===== src/rtl/dp_exec_ctrl_pkg.sv =====
// Shared definitions for the data-processing execute controller: ALU control
// codes, ARM data-processing opcodes, condition-field encodings, controller
// state encoding and opcode classification helpers.
package dp_exec_ctrl_pkg;

    localparam int unsigned DataWidth   = 32;
    localparam int unsigned RegIdxWidth = 4;

    // ALU control codes shared with the combinational ALU
    localparam logic [4:0] AluAnd = 5'd0;
    localparam logic [4:0] AluEor = 5'd1;
    localparam logic [4:0] AluSub = 5'd2;
    localparam logic [4:0] AluRsb = 5'd3;
    localparam logic [4:0] AluAdd = 5'd4;
    localparam logic [4:0] AluAdc = 5'd5;
    localparam logic [4:0] AluSbc = 5'd6;
    localparam logic [4:0] AluRsc = 5'd7;
    localparam logic [4:0] AluOrr = 5'd8;
    localparam logic [4:0] AluMov = 5'd9;
    localparam logic [4:0] AluBic = 5'd10;
    localparam logic [4:0] AluMvn = 5'd11;
    localparam logic [4:0] AluPsa = 5'd12;

    // ARM data-processing opcodes
    localparam logic [3:0] OpAnd = 4'h0;
    localparam logic [3:0] OpEor = 4'h1;
    localparam logic [3:0] OpSub = 4'h2;
    localparam logic [3:0] OpRsb = 4'h3;
    localparam logic [3:0] OpAdd = 4'h4;
    localparam logic [3:0] OpAdc = 4'h5;
    localparam logic [3:0] OpSbc = 4'h6;
    localparam logic [3:0] OpRsc = 4'h7;
    localparam logic [3:0] OpTst = 4'h8;
    localparam logic [3:0] OpTeq = 4'h9;
    localparam logic [3:0] OpCmp = 4'hA;
    localparam logic [3:0] OpCmn = 4'hB;
    localparam logic [3:0] OpOrr = 4'hC;
    localparam logic [3:0] OpMov = 4'hD;
    localparam logic [3:0] OpBic = 4'hE;
    localparam logic [3:0] OpMvn = 4'hF;

    // ARM condition field
    localparam logic [3:0] CondEq = 4'h0;
    localparam logic [3:0] CondNe = 4'h1;
    localparam logic [3:0] CondCs = 4'h2;
    localparam logic [3:0] CondCc = 4'h3;
    localparam logic [3:0] CondMi = 4'h4;
    localparam logic [3:0] CondPl = 4'h5;
    localparam logic [3:0] CondVs = 4'h6;
    localparam logic [3:0] CondVc = 4'h7;
    localparam logic [3:0] CondHi = 4'h8;
    localparam logic [3:0] CondLs = 4'h9;
    localparam logic [3:0] CondGe = 4'hA;
    localparam logic [3:0] CondLt = 4'hB;
    localparam logic [3:0] CondGt = 4'hC;
    localparam logic [3:0] CondLe = 4'hD;
    localparam logic [3:0] CondAl = 4'hE;
    localparam logic [3:0] CondNv = 4'hF;

    typedef enum logic [1:0] {
        StIdle = 2'd0,
        StExec = 2'd1,
        StWb   = 2'd2
    } state_e;

    function automatic logic [4:0] alu_code(input logic [3:0] op);
        logic [4:0] code;
        case (op)
            OpAnd, OpTst: code = AluAnd;
            OpEor, OpTeq: code = AluEor;
            OpSub, OpCmp: code = AluSub;
            OpAdd, OpCmn: code = AluAdd;
            OpRsb:        code = AluRsb;
            OpAdc:        code = AluAdc;
            OpSbc:        code = AluSbc;
            OpRsc:        code = AluRsc;
            OpOrr:        code = AluOrr;
            OpBic:        code = AluBic;
            OpMvn:        code = AluMvn;
            default:      code = AluMov;
        endcase
        return code;
    endfunction

    // TST/TEQ/CMP/CMN: flags only, never written back
    function automatic logic is_test(input logic [3:0] op);
        return op[3:2] == 2'b10;
    endfunction

    // Arithmetic ops take C and V from the ALU; logical ops take C from the shifter
    function automatic logic is_arith(input logic [3:0] op);
        logic arith;
        case (op)
            OpSub, OpRsb, OpAdd, OpAdc, OpSbc, OpRsc, OpCmp, OpCmn: arith = 1'b1;
            default:                                                 arith = 1'b0;
        endcase
        return arith;
    endfunction

endpackage


===== src/rtl/dp_exec_ctrl_if.sv =====
// Decode-to-execute handshake for one decoded data-processing instruction.
//   master: decode stage (drives instruction fields and in_valid)
//   slave : execute controller (drives in_ready)
interface dp_exec_ctrl_if;
    logic        in_valid;
    logic        in_ready;
    logic [3:0]  in_opcode;
    logic [3:0]  in_cond;
    logic        in_s;
    logic [3:0]  in_rd;
    logic [31:0] in_rn_data;
    logic [31:0] in_op2;
    logic        in_shift_c;

    modport master (
        output in_valid, in_opcode, in_cond, in_s, in_rd, in_rn_data, in_op2, in_shift_c,
        input  in_ready
    );

    modport slave (
        input  in_valid, in_opcode, in_cond, in_s, in_rd, in_rn_data, in_op2, in_shift_c,
        output in_ready
    );
endinterface


===== src/rtl/dp_exec_ctrl_cond_check.sv =====
// ARM condition-field evaluator (combinational).
//   cond  : condition field of the instruction
//   flags : CPSR NZCV, bit 3 = N
//   pass  : instruction should execute (NV never passes, AL always does)
module dp_exec_ctrl_cond_check
    import dp_exec_ctrl_pkg::*;
(
    input  logic [3:0] cond,
    input  logic [3:0] flags,
    output logic       pass
);
    logic n, z, c, v;
    assign {n, z, c, v} = flags;

    always_comb begin
        pass = 1'b0;
        case (cond)
            CondEq:  pass = z;
            CondNe:  pass = !z;
            CondCs:  pass = c;
            CondCc:  pass = !c;
            CondMi:  pass = n;
            CondPl:  pass = !n;
            CondVs:  pass = v;
            CondVc:  pass = !v;
            CondHi:  pass = c && !z;
            CondLs:  pass = !c || z;
            CondGe:  pass = n == v;
            CondLt:  pass = n != v;
            CondGt:  pass = !z && (n == v);
            CondLe:  pass = z || (n != v);
            CondAl:  pass = 1'b1;
            default: pass = 1'b0;
        endcase
    end
endmodule


===== src/rtl/dp_exec_ctrl.sv =====
// Data-processing execute controller. Accepts one decoded instruction over a
// valid/ready handshake, checks its condition, drives registered ALU operands,
// then captures the ALU result for write-back and updates NZCV.
//   sysclk, nRESET : clock, asynchronous active-low reset
//   dec            : decode handshake (slave side)
//   alu_*          : registered ALU operands/control; alu_result/alu_signals back
//   wb_*           : one-cycle write-back strobe, register index and data
//   flags          : CPSR NZCV
//   cond_skip      : one-cycle pulse when an instruction fails its condition
// Build option: define COND_EXEC_EN to enable the condition check; otherwise
// every instruction executes as AL and cond_skip is held at 0.
module dp_exec_ctrl
    import dp_exec_ctrl_pkg::*;
(
    input  logic                 sysclk,
    input  logic                 nRESET,
    dp_exec_ctrl_if.slave        dec,
    output logic [DataWidth-1:0] alu_a,
    output logic [DataWidth-1:0] alu_b,
    output logic                 alu_c,
    output logic [4:0]           alu_cntrl,
    input  logic [DataWidth-1:0] alu_result,
    input  logic [3:0]           alu_signals,
    output logic                 wb_valid,
    output logic [RegIdxWidth-1:0] wb_rd,
    output logic [DataWidth-1:0] wb_data,
    output logic [3:0]           flags,
    output logic                 cond_skip
);
    state_e                 state_q, state_d;
    logic [DataWidth-1:0]   alu_a_q, alu_a_d, alu_b_q, alu_b_d;
    logic                   alu_c_q, alu_c_d;
    logic [4:0]             alu_cntrl_q, alu_cntrl_d;
    logic [RegIdxWidth-1:0] rd_q, rd_d, wb_rd_q, wb_rd_d;
    logic                   shift_c_q, shift_c_d;
    logic                   wr_en_q, wr_en_d;
    logic                   set_flags_q, set_flags_d;
    logic                   arith_q, arith_d;
    logic                   wb_valid_q, wb_valid_d;
    logic [DataWidth-1:0]   wb_data_q, wb_data_d;
    logic [3:0]             flags_q, flags_d;
    logic                   accept, cond_pass;

    assign dec.in_ready = (state_q == StIdle);
    assign accept       = dec.in_valid && dec.in_ready;

`ifdef COND_EXEC_EN
    logic cond_skip_q;

    dp_exec_ctrl_cond_check u_cond_check (
        .cond  (dec.in_cond),
        .flags (flags_q),
        .pass  (cond_pass)
    );

    always_ff @(posedge sysclk or negedge nRESET) begin
        if (!nRESET) cond_skip_q <= 1'b0;
        else         cond_skip_q <= accept && !cond_pass;
    end
    assign cond_skip = cond_skip_q;
`else
    logic [3:0] unused_cond;
    assign unused_cond = dec.in_cond;
    assign cond_pass   = 1'b1;
    assign cond_skip   = 1'b0;
`endif

    always_comb begin
        state_d     = state_q;
        alu_a_d     = alu_a_q;
        alu_b_d     = alu_b_q;
        alu_c_d     = alu_c_q;
        alu_cntrl_d = alu_cntrl_q;
        rd_d        = rd_q;
        shift_c_d   = shift_c_q;
        wr_en_d     = wr_en_q;
        set_flags_d = set_flags_q;
        arith_d     = arith_q;
        wb_valid_d  = 1'b0;
        wb_rd_d     = wb_rd_q;
        wb_data_d   = wb_data_q;
        flags_d     = flags_q;

        case (state_q)
            StIdle: begin
                if (accept && cond_pass) begin
                    alu_a_d     = dec.in_rn_data;
                    alu_b_d     = dec.in_op2;
                    alu_c_d     = flags_q[1];
                    alu_cntrl_d = alu_code(dec.in_opcode);
                    rd_d        = dec.in_rd;
                    shift_c_d   = dec.in_shift_c;
                    wr_en_d     = !is_test(dec.in_opcode);
                    set_flags_d = dec.in_s || is_test(dec.in_opcode);
                    arith_d     = is_arith(dec.in_opcode);
                    state_d     = StExec;
                end
            end
            StExec: begin
                wb_data_d  = alu_result;
                wb_rd_d    = rd_q;
                wb_valid_d = wr_en_q;
                if (set_flags_q) begin
                    // Logical ops keep V and take C from the shifter carry latched at accept
                    flags_d = arith_q ? alu_signals
                                      : {alu_signals[3:2], shift_c_q, flags_q[0]};
                end
                state_d = StWb;
            end
            StWb:    state_d = StIdle;
            default: state_d = StIdle;
        endcase
    end

    always_ff @(posedge sysclk or negedge nRESET) begin
        if (!nRESET) begin
            state_q     <= StIdle;
            alu_a_q     <= '0;
            alu_b_q     <= '0;
            alu_c_q     <= 1'b0;
            alu_cntrl_q <= AluPsa;
            rd_q        <= '0;
            shift_c_q   <= 1'b0;
            wr_en_q     <= 1'b0;
            set_flags_q <= 1'b0;
            arith_q     <= 1'b0;
            wb_valid_q  <= 1'b0;
            wb_rd_q     <= '0;
            wb_data_q   <= '0;
            flags_q     <= 4'b0000;
        end else begin
            state_q     <= state_d;
            alu_a_q     <= alu_a_d;
            alu_b_q     <= alu_b_d;
            alu_c_q     <= alu_c_d;
            alu_cntrl_q <= alu_cntrl_d;
            rd_q        <= rd_d;
            shift_c_q   <= shift_c_d;
            wr_en_q     <= wr_en_d;
            set_flags_q <= set_flags_d;
            arith_q     <= arith_d;
            wb_valid_q  <= wb_valid_d;
            wb_rd_q     <= wb_rd_d;
            wb_data_q   <= wb_data_d;
            flags_q     <= flags_d;
        end
    end

    assign alu_a     = alu_a_q;
    assign alu_b     = alu_b_q;
    assign alu_c     = alu_c_q;
    assign alu_cntrl = alu_cntrl_q;
    assign wb_valid  = wb_valid_q;
    assign wb_rd     = wb_rd_q;
    assign wb_data   = wb_data_q;
    assign flags     = flags_q;
endmodule

===== src/flat_wrapper.sv =====
// flat-port wrapper written by rule: the top's interface ports become plain ports
module dp_exec_ctrl_flat import dp_exec_ctrl_pkg::*;
  (sysclk, nRESET, alu_a, alu_b, alu_c, alu_cntrl, alu_result, alu_signals, wb_valid, wb_rd, wb_data, flags, cond_skip, dec_in_valid, dec_in_opcode, dec_in_cond, dec_in_s, dec_in_rd, dec_in_rn_data, dec_in_op2, dec_in_shift_c, dec_in_ready);
  dp_exec_ctrl_if dec_i ();
  input  logic sysclk;
  input  logic nRESET;
  output logic [DataWidth-1:0] alu_a;
  output logic [DataWidth-1:0] alu_b;
  output logic alu_c;
  output logic [4:0] alu_cntrl;
  input  logic [DataWidth-1:0] alu_result;
  input  logic [3:0] alu_signals;
  output logic wb_valid;
  output logic [RegIdxWidth-1:0] wb_rd;
  output logic [DataWidth-1:0] wb_data;
  output logic [3:0] flags;
  output logic cond_skip;
  input wire logic [$bits(dec_i.in_valid)-1:0] dec_in_valid;
  input wire logic [$bits(dec_i.in_opcode)-1:0] dec_in_opcode;
  input wire logic [$bits(dec_i.in_cond)-1:0] dec_in_cond;
  input wire logic [$bits(dec_i.in_s)-1:0] dec_in_s;
  input wire logic [$bits(dec_i.in_rd)-1:0] dec_in_rd;
  input wire logic [$bits(dec_i.in_rn_data)-1:0] dec_in_rn_data;
  input wire logic [$bits(dec_i.in_op2)-1:0] dec_in_op2;
  input wire logic [$bits(dec_i.in_shift_c)-1:0] dec_in_shift_c;
  output wire logic [$bits(dec_i.in_ready)-1:0] dec_in_ready;
  assign dec_i.in_valid = dec_in_valid;
  assign dec_i.in_opcode = dec_in_opcode;
  assign dec_i.in_cond = dec_in_cond;
  assign dec_i.in_s = dec_in_s;
  assign dec_i.in_rd = dec_in_rd;
  assign dec_i.in_rn_data = dec_in_rn_data;
  assign dec_i.in_op2 = dec_in_op2;
  assign dec_i.in_shift_c = dec_in_shift_c;
  assign dec_in_ready = dec_i.in_ready;
  dp_exec_ctrl u_core (.sysclk(sysclk), .nRESET(nRESET), .dec(dec_i), .alu_a(alu_a), .alu_b(alu_b), .alu_c(alu_c), .alu_cntrl(alu_cntrl), .alu_result(alu_result), .alu_signals(alu_signals), .wb_valid(wb_valid), .wb_rd(wb_rd), .wb_data(wb_data), .flags(flags), .cond_skip(cond_skip));
endmodule

===== config.mk =====
export PLATFORM = sky130hd
export DESIGN_NAME = dp_exec_ctrl_flat
export DESIGN_NICKNAME = d
export VERILOG_FILES = /design/src/rtl/dp_exec_ctrl_pkg.sv /design/src/rtl/dp_exec_ctrl_if.sv /design/src/rtl/dp_exec_ctrl_cond_check.sv /design/src/rtl/dp_exec_ctrl.sv /design/src/flat_wrapper.sv
export SDC_FILE = /design/constraint.sdc
export NUM_CORES = 1
export LEC_CHECK = 0
export CAP_MARGIN = 40
export CELL_PAD_IN_SITES_DETAIL_PLACEMENT = 1
export CELL_PAD_IN_SITES_GLOBAL_PLACEMENT = 1
export CORE_AREA = 2 2 111 134
export CTS_CLUSTER_SIZE = 8
export DETAILED_ROUTE_END_ITERATION = 10
export DIE_AREA = 0 0 113 136
export GPL_TIMING_DRIVEN = 0
export MAX_ROUTING_LAYER = met4
export PLACE_DENSITY = 0.87
export SLEW_MARGIN = 15
export SYNTH_ARGS = -nofsm -noshare
export SYNTH_HDL_FRONTEND = slang
export SYNTH_SLANG_ARGS = --single-unit

===== constraint.sdc =====
create_clock -name sysclk -period 2.9 [get_ports sysclk]
set_input_delay 0.725 -clock sysclk [delete_from_list [all_inputs] [get_ports sysclk]]
set_output_delay 0.725 -clock sysclk [all_outputs]
set_load 0.01 [all_outputs]

==> flow_metrics.env <==
export IMPL_yosysTopAreaCellShare_pct=64.7
export IMPL_area_growth_synth_to_final_pct=66.3
export IMPL_min_period_ns=2.24
export IMPL_synth_compound_area_share_pct=1.23
export IMPL_power_switching_mw=1.80
export IMPL_grtUsageMet2_pct=34.9
export IMPL_hold_class="in -> async"
export IMPL_die_w_um=113
export IMPL_fp_row_count=48
export IMPL_drive_above_1_share_pct=21.1
export IMPL_root_buffer="clkbuf_16"
export IMPL_rsz0062_at_grt="no"
export IMPL_grt_use_met1_pct=19.7
export IMPL_firstDrtPassIters=7
export IMPL_io_pins=230
export IMPL_drc=16
export IMPL_reg2reg_from="u_core.state_q[0]"
export IMPL_synthXorXnorAreaFrac_pct=0
export IMPL_power_density_mw_per_mm2=843
export IMPL_grt_pass1_vias=4128
export IMPL_synth_simple_area_share_pct=10.7
export IMPL_relSlewSlack_pct=59.3
export IMPL_hold_violations=0
export IMPL_cts_resized=0
export IMPL_rr_endpoint="u_core.alu_b[11]"
export IMPL_mostFrequentLayoutCell="clkdlybuf4s50_1"
export IMPL_final_cell_mix="clkdlybuf4s50_1 (222), dfrtp_1 (118), nand2_1 (109), mux2_2 (75), clkbuf_16 (17)"
export IMPL_maxCapViolCount=0
export IMPL_yosysUniqueCellTypes=23
export IMPL_total_power_mw=6.40
export IMPL_dieArea_mm2=0.0154
export IMPL_wl_per_cell_um=18.0
export IMPL_worst_pin_slew_ns=0.611
export IMPL_violations="design-rule violations"
export IMPL_antenna_left=0
export IMPL_timing_final_crit_share_pct=77.3
export IMPL_p_clk_share_pct=29.8
export IMPL_cts_tree="done"
export IMPL_worstSetupEndpoint="dec_in_ready"
export IMPL_ctsHoldBuffers=0
export IMPL_ys_warn_count=0
export IMPL_drtIter0Drc=134
export IMPL_peakVddDrop_mv=0.351
export IMPL_fin_skew_ns=0.00846
export IMPL_cts_buffers_inserted=17
export IMPL_synth_seq_cells=120
export IMPL_fmax_mhz=446
export IMPL_synth_fa_ha_area_share_pct=0
export IMPL_placed_cell_area_mm2=0.00705
export IMPL_grt_use_total_pct=19.5
export IMPL_worstSetupStartpointType="register"
export IMPL_ys_seq_area_share_pct=65.8
export IMPL_grt_use_met3_pct=4.73
export IMPL_netlist_instances=352
export IMPL_cp_max_fo=4
export IMPL_globalplace_congestion=0.766
export IMPL_grt_first_pass_wirelength_um=21800
export IMPL_syn_cell_area_mm2=0.00457
export IMPL_busiest_layer="met2"
export IMPL_synth_largest_area_cell="dfrtp_1"
export IMPL_cts_buffer_depth=2
export IMPL_antenna_found_initial=0
export IMPL_htreeDepth=4
export IMPL_fin_cells=783
export IMPL_required_ns=2.17
export IMPL_synth_area_mux_share_pct=18.7
export IMPL_finalSetupViolCount=0
export IMPL_switching_share_pct=28.1
export IMPL_nets=713
export IMPL_gr_total_overflow=0
export IMPL_grt_max_degree=64
export IMPL_syn_avg_cell_area_um2=13.0
export IMPL_arrival_ns=1.52
export IMPL_clkSinkCount=120
export IMPL_power_leakage_nw=3.33
export IMPL_rr_worst_depth=4
export IMPL_critPathLaunch="u_core.state_q[0]"
export IMPL_p_int_mw=4.60
export IMPL_dp_cells=752
export IMPL_num_vias=3589
export IMPL_start_util_pct=32.2
export IMPL_num_antenna_cells=0
export IMPL_post_cts_setup_buffers=0
export IMPL_fp_coreArea_mm2=0.0142
export IMPL_port_buffers=223
export IMPL_die_height_um=136
export IMPL_dp_hpwl_um=10700
export IMPL_final_max_slew_violation_count=0
export IMPL_status="finished, violations left"
export IMPL_cts_clk_slew_worst_paths_ns=0.06
export IMPL_synthTopCellsByArea="dfrtp_1 (65%), mux2_2 (18%), nand2_1 (9.0%)"
export IMPL_synth_top_family_by_area="multiplexers"
export IMPL_combPwrFrac_pct=32.3
export IMPL_drt_total_wl_um=14100
export IMPL_holdWs_ns=0.299
export IMPL_clk_latency_ns=0.41
export IMPL_endpoint_kind="primary output"
export IMPL_seqPwrFrac_pct=37.9
export IMPL_critPathKind="reg -> out"
export IMPL_r2r_slack_ns=1.32
export IMPL_final_cell_area_mm2=0.00760
export IMPL_viasPerCell=4.58
## stage by stage
| step | TNS [ns] | util (%) | setup slack (ns) |
|---|---|---|---|
| floorplan | 0 | - | 1.23 |
| global placement | -405.84 | 49.5 | -3.42 |
| detailed placement | 0 | 49.7 | 0.553 |
| CTS | 0 | 53.6 | 0.626 |
| global route | 0 | 53.6 | 0.575 |
| finish | 0 | 53.6 | 0.658 |
## cell usage after synthesis
| master | instances |
|---|---|
| nor3b_2 | 1 |
| nor2_1 | 6 |
| a31oi_1 | 1 |
| buf_2 | 5 |
| mux2_2 | 75 |
| o21ai_0 | 2 |
| nand3b_1 | 1 |
| and2_1 | 1 |
| nand2_1 | 109 |
| buf_6 | 6 |
| inv_2 | 1 |
| nor2b_1 | 2 |
| nand3_1 | 2 |
| buf_4 | 7 |
| inv_1 | 2 |
| a21boi_0 | 2 |
| conb_1 | 1 |
| dfstp_2 | 2 |
| nand2b_1 | 1 |
| buf_1 | 1 |
| mux2i_1 | 1 |
| a21oi_1 | 5 |
| dfrtp_1 | 118 |
## registers in the layout (all words and copies together) (netlist names), 2 cells and up
name and cells:
u_core.wb_data 32, u_core.flags 4, u_core.alu_cntrl 4, u_core.wb_rd 4
u_core.rd_q 4, u_core.alu_a 32, u_core.alu_b 32, u_core.state_q 2
## cell families (layout without fill, tap and decap cells)
| kind of cell | count (synthesis) | in the layout |
|---|---|---|
| other | 1 | 2 |
| buffers and inverters | 22 | 277 |
| AOI/OAI and AO/OA | 10 | 10 |
| muxes | 76 | 76 |
| and+or+nand+nor | 123 | 123 |
| DFF | 120 | 120 |
## worst min-delay path by stage
stage	end	from	slack [ns]
floorplan	u_core.alu_a[0]	nRESET	0.43
global placement	u_core.wb_rd[2]	u_core.rd_q[2]	0.45
detailed placement	u_core.wb_data[18]	u_core.wb_data[18]	0.47
CTS	u_core.alu_a[28]	nRESET	0.31
global route	u_core.alu_a[26]	nRESET	0.33
finish	u_core.alu_b[3]	nRESET	0.30
## routing by layer
metal	up-vias	share of wire, %
met5	-	0
met1	1785	35
met4	0	3.1
met3	25	5.8
li1	1634	-
met2	145	56
## layout make-up
cell class,count,area [um^2]
fill,1476,6580
sequential,120,3010
timing repair buffer,224,2260
multi-input combinational,211,1410
clock buffer,24,502
tap,175,219
buffer,19,149
clock inverter,7,43.8
inverter,3,11.3
## critical path, cell delays in order, from the launching register on
cell and delay [ns]:
dfrtp_1 0.42, nor2_1 0.12, clkdlybuf4s50_1 0.58
## power groups by stage
stage	clock (mW)	sequential [mW]	combinational, mW
detailed placement	0	2.46	2.09
global placement	0	2.41	2.01
CTS	1.97	2.44	2.10
finish	1.91	2.43	2.07
floorplan	0	2.63	0.561
global route	2.04	2.50	2.21
Note: power is estimated with default switching activity, not from simulation.
